<file path="config.mk">
export PLATFORM = sky130hd
export DESIGN_NAME = regfile_wr_decoder
export DESIGN_NICKNAME = d
export VERILOG_FILES = /design/src/rtl/regfile_wr_decoder.sv
export SDC_FILE = /design/constraint.sdc
export NUM_CORES = 1
export LEC_CHECK = 0
export CORE_UTILIZATION = 45
export DETAILED_ROUTE_END_ITERATION = 6
export PLACE_DENSITY = 0.79
export SYNTH_ARGS = -nofsm -noshare
export SYNTH_HDL_FRONTEND = slang
export SYNTH_SLANG_ARGS = --single-unit
export TNS_END_PERCENT = 30
</file>
<file path="constraint.sdc">
create_clock -name clk -period 2.2 [get_ports clk]
set_input_delay 0.66 -clock clk [delete_from_list [all_inputs] [get_ports clk]]
set_output_delay 0.66 -clock clk [all_outputs]
set_load 0.05 [all_outputs]
</file>
<file path="src/rtl/regfile_wr_decoder.sv">
// Registered one-hot write-strobe generator for a small register file (IDLE -> STROBE -> DONE).
// Build macro REG0_PROTECT_EN makes register 0 read-only: requests to it are rejected with an err pulse.
module regfile_wr_decoder #(
    parameter int ADDR_W        = 2,
    parameter int STROBE_CYCLES = 1
) (
    input  logic                    clk,
    input  logic                    reset,
    input  logic                    en_n,
    input  logic                    req_valid,
    input  logic [ADDR_W-1:0]       addr,
    output logic                    req_ready,
    output logic [(2**ADDR_W)-1:0]  we,
    output logic                    busy,
    output logic                    done,
    output logic                    err
);
    localparam int N = 2**ADDR_W;
    localparam logic [7:0] STROBE_INIT = 8'(STROBE_CYCLES - 1);

    typedef enum logic [1:0] {
        IDLE   = 2'd0,
        STROBE = 2'd1,
        DONE   = 2'd2
    } state_t;

    state_t       state_r, state_s;
    logic [7:0]   cnt_r, cnt_s;
    logic [N-1:0] we_r, we_s;
    logic         done_r, done_s;
    logic         err_r, err_s;
    logic         accept_s;

    function automatic logic [N-1:0] onehot(input logic [ADDR_W-1:0] a);
        logic [N-1:0] v;
        v    = {N{1'b0}};
        v[a] = 1'b1;
        return v;
    endfunction

    // Handshake: a request is only seen while idle and enabled.
    always_comb begin
        req_ready = (state_r == IDLE) && (en_n == 1'b0);
        accept_s  = req_valid && req_ready;
    end

    // Next-state and next-output logic; strobe value is held by re-loading we_r.
    always_comb begin
        state_s = state_r;
        cnt_s   = cnt_r;
        we_s    = {N{1'b0}};
        done_s  = 1'b0;
        err_s   = 1'b0;
        case (state_r)
            IDLE: begin
                if (accept_s) begin
`ifdef REG0_PROTECT_EN
                    if (addr == {ADDR_W{1'b0}}) begin
                        state_s = DONE;
                        err_s   = 1'b1;
                    end else begin
                        state_s = STROBE;
                        we_s    = onehot(addr);
                        cnt_s   = STROBE_INIT;
                    end
`else
                    state_s = STROBE;
                    we_s    = onehot(addr);
                    cnt_s   = STROBE_INIT;
`endif
                end else begin
                    state_s = IDLE;
                end
            end
            STROBE: begin
                if (en_n) begin
                    // disable mid-write aborts silently
                    state_s = IDLE;
                    cnt_s   = 8'd0;
                end else if (cnt_r == 8'd0) begin
                    state_s = DONE;
                    done_s  = 1'b1;
                end else begin
                    cnt_s = cnt_r - 8'd1;
                    we_s  = we_r;
                end
            end
            DONE: begin
                state_s = IDLE;
            end
            default: begin
                state_s = IDLE;
                cnt_s   = 8'd0;
            end
        endcase
    end

    // State and registered outputs, cleared asynchronously by reset.
    always_ff @(posedge clk or posedge reset) begin
        if (reset) begin
            state_r <= IDLE;
            cnt_r   <= 8'd0;
            we_r    <= {N{1'b0}};
            done_r  <= 1'b0;
            err_r   <= 1'b0;
        end else begin
            state_r <= state_s;
            cnt_r   <= cnt_s;
            we_r    <= we_s;
            done_r  <= done_s;
            err_r   <= err_s;
        end
    end

    assign we   = we_r;
    assign done = done_r;
    assign err  = err_r;
    assign busy = (state_r != IDLE);

endmodule
</file>
==> metrics.md, run 1 <==
| Metric | Value |
|---|---|
| Status | `complete, no violations` |
| Lkg Pwr | `0.000415 uW` |
| PD cells | `532 nW/um2` |
| Main synth FF type | `dfrtp_1` |
| Peak supply drop | `0.000371 V` |
| MaxCap Viol Count | `0` |
| Die Y | `44.3 um` |
| Worst Skew | `10.1 ps` |
| Mapped Cells | `80` |
| Final Cycle Share | `0.978` |
| Drt total wl | `1.51 mm` |
| Antenna diode count | `0` |
| Initial Util | `0.505` |
| Worst Tran Pin Value | `about 620 ps` |
| Area growth, synth to finish | `22.4%` |
| CTS Sinks | `15` |
| Layout Nets | `101` |
| Register area share after synthesis | `0.467` |
| CP Capture Type | `output port` |
| Final hold violations | `0` |
| Die area | `about 2000 um2` |
| Placed cell area | `around 950 um2` |
| First-pass GRT wire length | `between 2 and 3 mm` |
| Max transition margin | `0.585` |
| DRT iter0 DRCs | `25` |
| Worst EP arrival | `1490 ps` |
| Most frequent cells in the layout | `dfrtp_1, o21ai_0, clkdlybuf4s50_1` |
| Slowest-stage cell, CP | `clkdlybuf4s50_1` |
| Crit path launch type | `input port` |
| Fill cells | `about 140` |
| Synth Net Count | `87` |
| Row count | `14` |
| Period minus WS final | `2150 ps` |
| Yosys Warn Count | `0` |
| WL per Instance | `about 13 um` |
| Async SR Flop Fraction | `1.00` |
| Total Power | `between 500 and 600 uW` |
| Max Freq | `around 0.46 GHz` |
| Seq cells post-synth | `15` |
| Worst Setup SP | `en_n` |
| Hold path start | `we[2]$_DFFE_PP0P_` |
| Syn avg cell area | `10.1 um2` |
| CP max FO | `3` |
| TritonCTS clock tree | `done` |
| Unique masters post-synth | `36` |
| Post-synth EDFFs | `0` |
| Final ANT Viol Nets | `0` |
| Root Driver | `clkbuf_4` |
| CTS H-tree depth | `1` |
| Mapped cell area | `805 um2` |
| Layout cells sized above 1 | `0.172` |
| Gr ovfl total | `0` |
| Initial antenna violation count | `0` |
| Clock Tree Buf Depth | `2` |
| CP Cell Sequence | `clkdlybuf4s50_1, nor3_4, buf_12` |
| Top-Level Pins | `14` |
| Die width | `roughly 44 um` |
| TritonCTS buffer count | `3` |
| Required time of the critical path | `between 1500 and 2000 ps` |
| Worst slack, placed | `-26.9 ps` |
| Vias in the first global route | `581` |
| Crit path largest cell delay | `between 400 and 500 ps` |
| Worst r2r src | `cnt_r[3]$_DFFE_PP0P_` |
| Final HPWL DP | `approximately 1.1 mm` |
| RSZ-0062 raised after global routing | `no` |
| Largest net degree at the start of global routing | `16` |
| Overall global routing resource usage | `0.184` |
| Max-slew violations | `0` |
| Final Core Density | `0.618` |
| Critical path class | `input port to output port` |
| CTS Hold Bufs | `0` |
| Clock slew at reported path FFs | `80 ps` |
| # DRC | `0` |
| Initial DRT Pass Iterations | `4` |
| Placer Congestion | `approximately 0.80` |
| Final Instance Area | `985 um2` |
| Post-CTS setup buffers | `0` |
| Port bufs | `12` |
| Vias per inst | `5.36` |
| CORE AREA | `1590 um2` |
| Most common cell after layout, fill and taps aside | `dfrtp_1` |
| Worst hold path class | `register to register` |
| Clk_lat worst skew | `290 ps` |
| PnR worst setup slack | `49.0 ps` |
| Final setup fails | `0` |
| Via count | `627` |
## where the power goes
part | internal, uW | total [uW] | switching (uW) | leakage, uW
Sequential | 280 | 284 | 3.83 | 0.000207
Combinational | 31.4 | 80.2 | 48.8 | 0.000189
Clock | 67.7 | 160 | 92.2 | 0.0000177
Total | 379 | 524 | 145 | 0.000415
## registers in the layout, indices dropped and copies added (netlist names)
register  cells
cnt_r         8
we            4
done          1
state_r       2
## per-stage QoR
step	hold slack, ps	std cells	TNS (ps)
floorplan	473	80	0
global placement	475	113	-22.5
detailed placement	479	113	-85.2
CTS	500	117	0
global route	515	117	0
finish	493	117	0
## area by class of cell
type                    instances  area, um2  share of cell area
multi-input cells              56        394               0.400
flip-flops and latches         15        375               0.381
repair buffers                 14        143               0.145
well taps                      24       30.0              0.0305
clock buffers                   3       22.5              0.0229
inverters                       4       15.0              0.0152
clock inverters                 1       5.00             0.00508
## final timing paths
kind | end | depth (start not counted) | slack (ps)
min reg2reg | we[2]$_DFFE_PP0P_ | 1 | 490
max | req_ready | 3 | 50
min | we[2]$_DFFE_PP0P_ | 1 | 490
max reg2reg | cnt_r[0]$_DFFE_PP0P_ | 4 | 450
max in group asynchronous | cnt_r[6]$_DFFE_PP0P_ | 2 | 1120
min in group asynchronous | we[0]$_DFFE_PP0P_ | 2 | 700
## per-layer routing
metal | GRT usage | wire length, um | vias up | part of all wire
li1 | - | - | 312 | -
met1 | 0.223 | 700 | 298 | 0.46
met2 | 0.303 | 719 | 15 | 0.48
met3 | 0.0612 | 76 | 2 | 0.050
met4 | 0.0727 | 13 | 0 | 0.0086
met5 | 0 | 0 | - | 0
## synthesized netlist by cell type (2+ instances only)
| library cell | number | area [um2] |
|---|---|---|
| a21oi_1 | 4 | 20.0 |
| inv_1 | 4 | 15.0 |
| nor3_1 | 3 | 15.0 |
| nor2_1 | 3 | 11.3 |
| dfrtp_1 | 15 | 375 |
| a32o_1 | 2 | 20.0 |
| nand2_1 | 5 | 18.8 |
| and2_1 | 2 | 12.5 |
| nor4_1 | 3 | 18.8 |
| o2bb2ai_1 | 2 | 17.5 |
| o21ai_0 | 10 | 50.1 |
| nand2b_1 | 2 | 12.5 |
| nand3_1 | 2 | 10.0 |
## cells by family (layout without fill, tap and decap cells)
| family | count (synthesis) | count (layout) | share of synthesized area |
|---|---|---|---|
| and+or+nand+nor | 28 | 28 | 0.224 |
| AOI/OAI and AO/OA | 25 | 25 | 0.219 |
| DFF | 15 | 15 | 0.467 |
| buffers and inverters | 9 | 22 | 0.0575 |
| adders and majority gates | 1 | 1 | 0.0155 |
| other | 1 | 1 | 0.00466 |
| muxes | 1 | 1 | 0.0124 |
## critical path: cells and delay by family
kind                   cells  cell delay (ps)
buffers and inverters      2              640
AND/OR/NAND/NOR            1              190
## repair_timing
action | CTS | global route
hold endpoints to repair | 0 | 0
setup endpoints to repair | 1 | 0
resized for setup | 1 | 0
Note: power is estimated with default switching activity, not from simulation.
==> run 2, diff against run 1 <==
--- a/config.mk
+++ b/config.mk
@@ -5,6 +5,7 @@
 export SDC_FILE = /design/constraint.sdc
 export NUM_CORES = 1
 export LEC_CHECK = 0
+export ABC_AREA = 0
 export CORE_UTILIZATION = 45
 export DETAILED_ROUTE_END_ITERATION = 6
 export PLACE_DENSITY = 0.79
==> results of run 2 <==
No change in the layout: final DEF, timing and power equal those of run 1.
==> run 3, diff against run 2 <==
==> constraint.sdc (replaced) <==
create_clock -name clk -period 2.2 [get_ports clk]
set_input_delay 0.33 -clock clk [delete_from_list [all_inputs] [get_ports clk]]
set_output_delay 0.33 -clock clk [all_outputs]
set_load 0.05 [all_outputs]
==> metrics.md, run 3 (synthesized netlist as in run 1, its figures left out) <==
| Metric | Value |
|---|---|
| Status | `complete, no violations` |
| Worst r2r src | `cnt_r[3]$_DFFE_PP0P_` |
| Vias in the first global route | `a little under 600` |
| Number of flip-flops in the largest register | `8` |
| Most frequent cells in the layout | `dfrtp_1, clkdlybuf4s50_1, o21ai_0` |
| Peak supply drop | `0.000401 V` |
| Area growth, synth to finish | `20.4%` |
| Critical path class | `register to output port` |
| Gr ovfl total | `0` |
| Initial DRT Pass Iterations | `4` |
| DRT iter0 DRCs | `12` |
| Drt total wl | `1.46 mm` |
| Final hold violations | `0` |
| Worst Setup SP | `state_r[1]$_DFFE_PP0P_` |
| CP Capture Type | `output port` |
| Overall global routing resource usage | `0.185` |
| Fill cells | `140` |
| Worst slack, placed | `194 ps` |
| Vias per inst | `about 5.6` |
| Final setup fails | `0` |
| Final Cycle Share | `0.920` |
| Worst hold path class | `input port to asynchronous set/reset pin` |
| R2R cell count | `4` |
| MaxCap Viol Count | `0` |
| Worst Skew | `4.66 ps` |
| # DRC | `0` |
| Placer Congestion | `between 0.8 and 0.9` |
| Lkg Pwr | `between 0.0004 and 0.0005 uW` |
| PnR worst setup slack | `177 ps` |
| Via count | `645` |
| PD cells | `536 nW/um2` |
| CP max FO | `4` |
| Non-filler cells, final | `116` |
| First-pass GRT wire length | `~2.6 mm` |
| Clock Tree Buf Depth | `2` |
| Antenna diode count | `0` |
| Worst R2R Setup Slack | `490 ps` |
| WL per Instance | `12.6 um` |
| CTS Hold Bufs | `0` |
| CORE AREA | `1590 um2` |
| Row count | `14` |
| TritonCTS clock tree | `done` |
| Total Power | `519 uW` |
| Crit path to | `busy` |
| Clock slew at reported path FFs | `90 ps` |
| CTS H-tree depth | `1` |
| Setup TNS | `0 ps` |
| Port bufs | `12` |
| Die area | `1960 um2` |
| Most flops, register | `cnt_r` |
| Most common cell after layout, fill and taps aside | `dfrtp_1` |
| RSZ-0062 raised after global routing | `no` |
| Initial antenna violation count | `0` |
| Final HPWL DP | `1.10 mm` |
| CTS resizes | `0` |
| Required time of the critical path | `1870 ps` |
| Placed Instances | `112` |
| Clk_lat worst skew | `290 ps` |
| TritonCTS buffer count | `3` |
| Worst EP arrival | `approximately 1700 ps` |
| Max transition margin | `0.584` |
| Initial Util | `0.505` |
| Die Y | `44.3 um` |
| Largest net degree at the start of global routing | `16` |
| Worst Tran Pin Value | `620 ps` |
| Root Driver | `clkbuf_4` |
| Top-Level Pins | `14` |
| Max-slew violations | `0` |
| CTS Sinks | `15` |
| Max Freq | `0.494 GHz` |
| Post-CTS setup buffers | `0` |
| Die width | `44.3 um` |
| Final ANT Viol Nets | `0` |
| Layout cells sized above 1 | `0.141` |
| Layout Nets | `100` |
| Worst r2r dst | `cnt_r[5]$_DFFE_PP0P_` |
| Crit path launch type | `register` |
| Period minus WS final | `roughly 2000 ps` |
[run 3: final cells by class]
cell class | count | area (um2) | share of cell area
clock buffers | 3 | 22.5 | 0.0233
flip-flops and latches | 15 | 375 | 0.388
well taps | 24 | 30.0 | 0.0310
clock inverters | 1 | 5.00 | 0.00517
repair buffers | 13 | 138 | 0.142
inverters | 4 | 15.0 | 0.0155
multi-input cells | 56 | 383 | 0.395
[run 3: how the worst min path moves through the flow]
| stage | from | to | slack [ps] |
|---|---|---|---|
| 2_1_floorplan | reset | cnt_r[0]$_DFFE_PP0P_ | 230 |
| 3_3_place_gp | we[0]$_DFFE_PP0P_ | we[0]$_DFFE_PP0P_ | 470 |
| 3_5_place_dp | we[3]$_DFFE_PP0P_ | we[3]$_DFFE_PP0P_ | 480 |
| 4_1_cts | reset | cnt_r[2]$_DFFE_PP0P_ | 400 |
| 5_1_grt | reset | we[2]$_DFFE_PP0P_ | 460 |
| 6_report | reset | cnt_r[2]$_DFFE_PP0P_ | 380 |
[run 3: where the power goes]
group / leakage (uW) / switching, uW / internal, uW
clock: 0.0000177 / 90.4 / 67.6
sequential: 0.000207 / 2.86 / 280
combinational: 0.000181 / 48.5 / 30.1
total: 0.000406 / 142 / 377
[run 3: worst max-delay path, cell delays in order (launching register included)]
cell and delay, ps:
dfrtp_1 410, or2_2 300, clkdlybuf4s50_1 700
[run 3: layer usage]
layer | GRT usage | wire length, um | up-vias
li1 | - | - | 313
met1 | 0.265 | 703 | 313
met2 | 0.259 | 670 | 15
met3 | 0.0367 | 50 | 4
met4 | 0.109 | 34 | 0
met5 | 0 | 0 | -
[run 3: metrics by stage]
stage / hold WS, ps / instance area (um2) / utilization
detailed placement: 483 / 941 / 0.590
finish: 379 / 968 / 0.608
global route: 461 / 968 / 0.608
CTS: 404 / 968 / 0.608
floorplan: 231 / 805 / -
global placement: 475 / 941 / 0.590
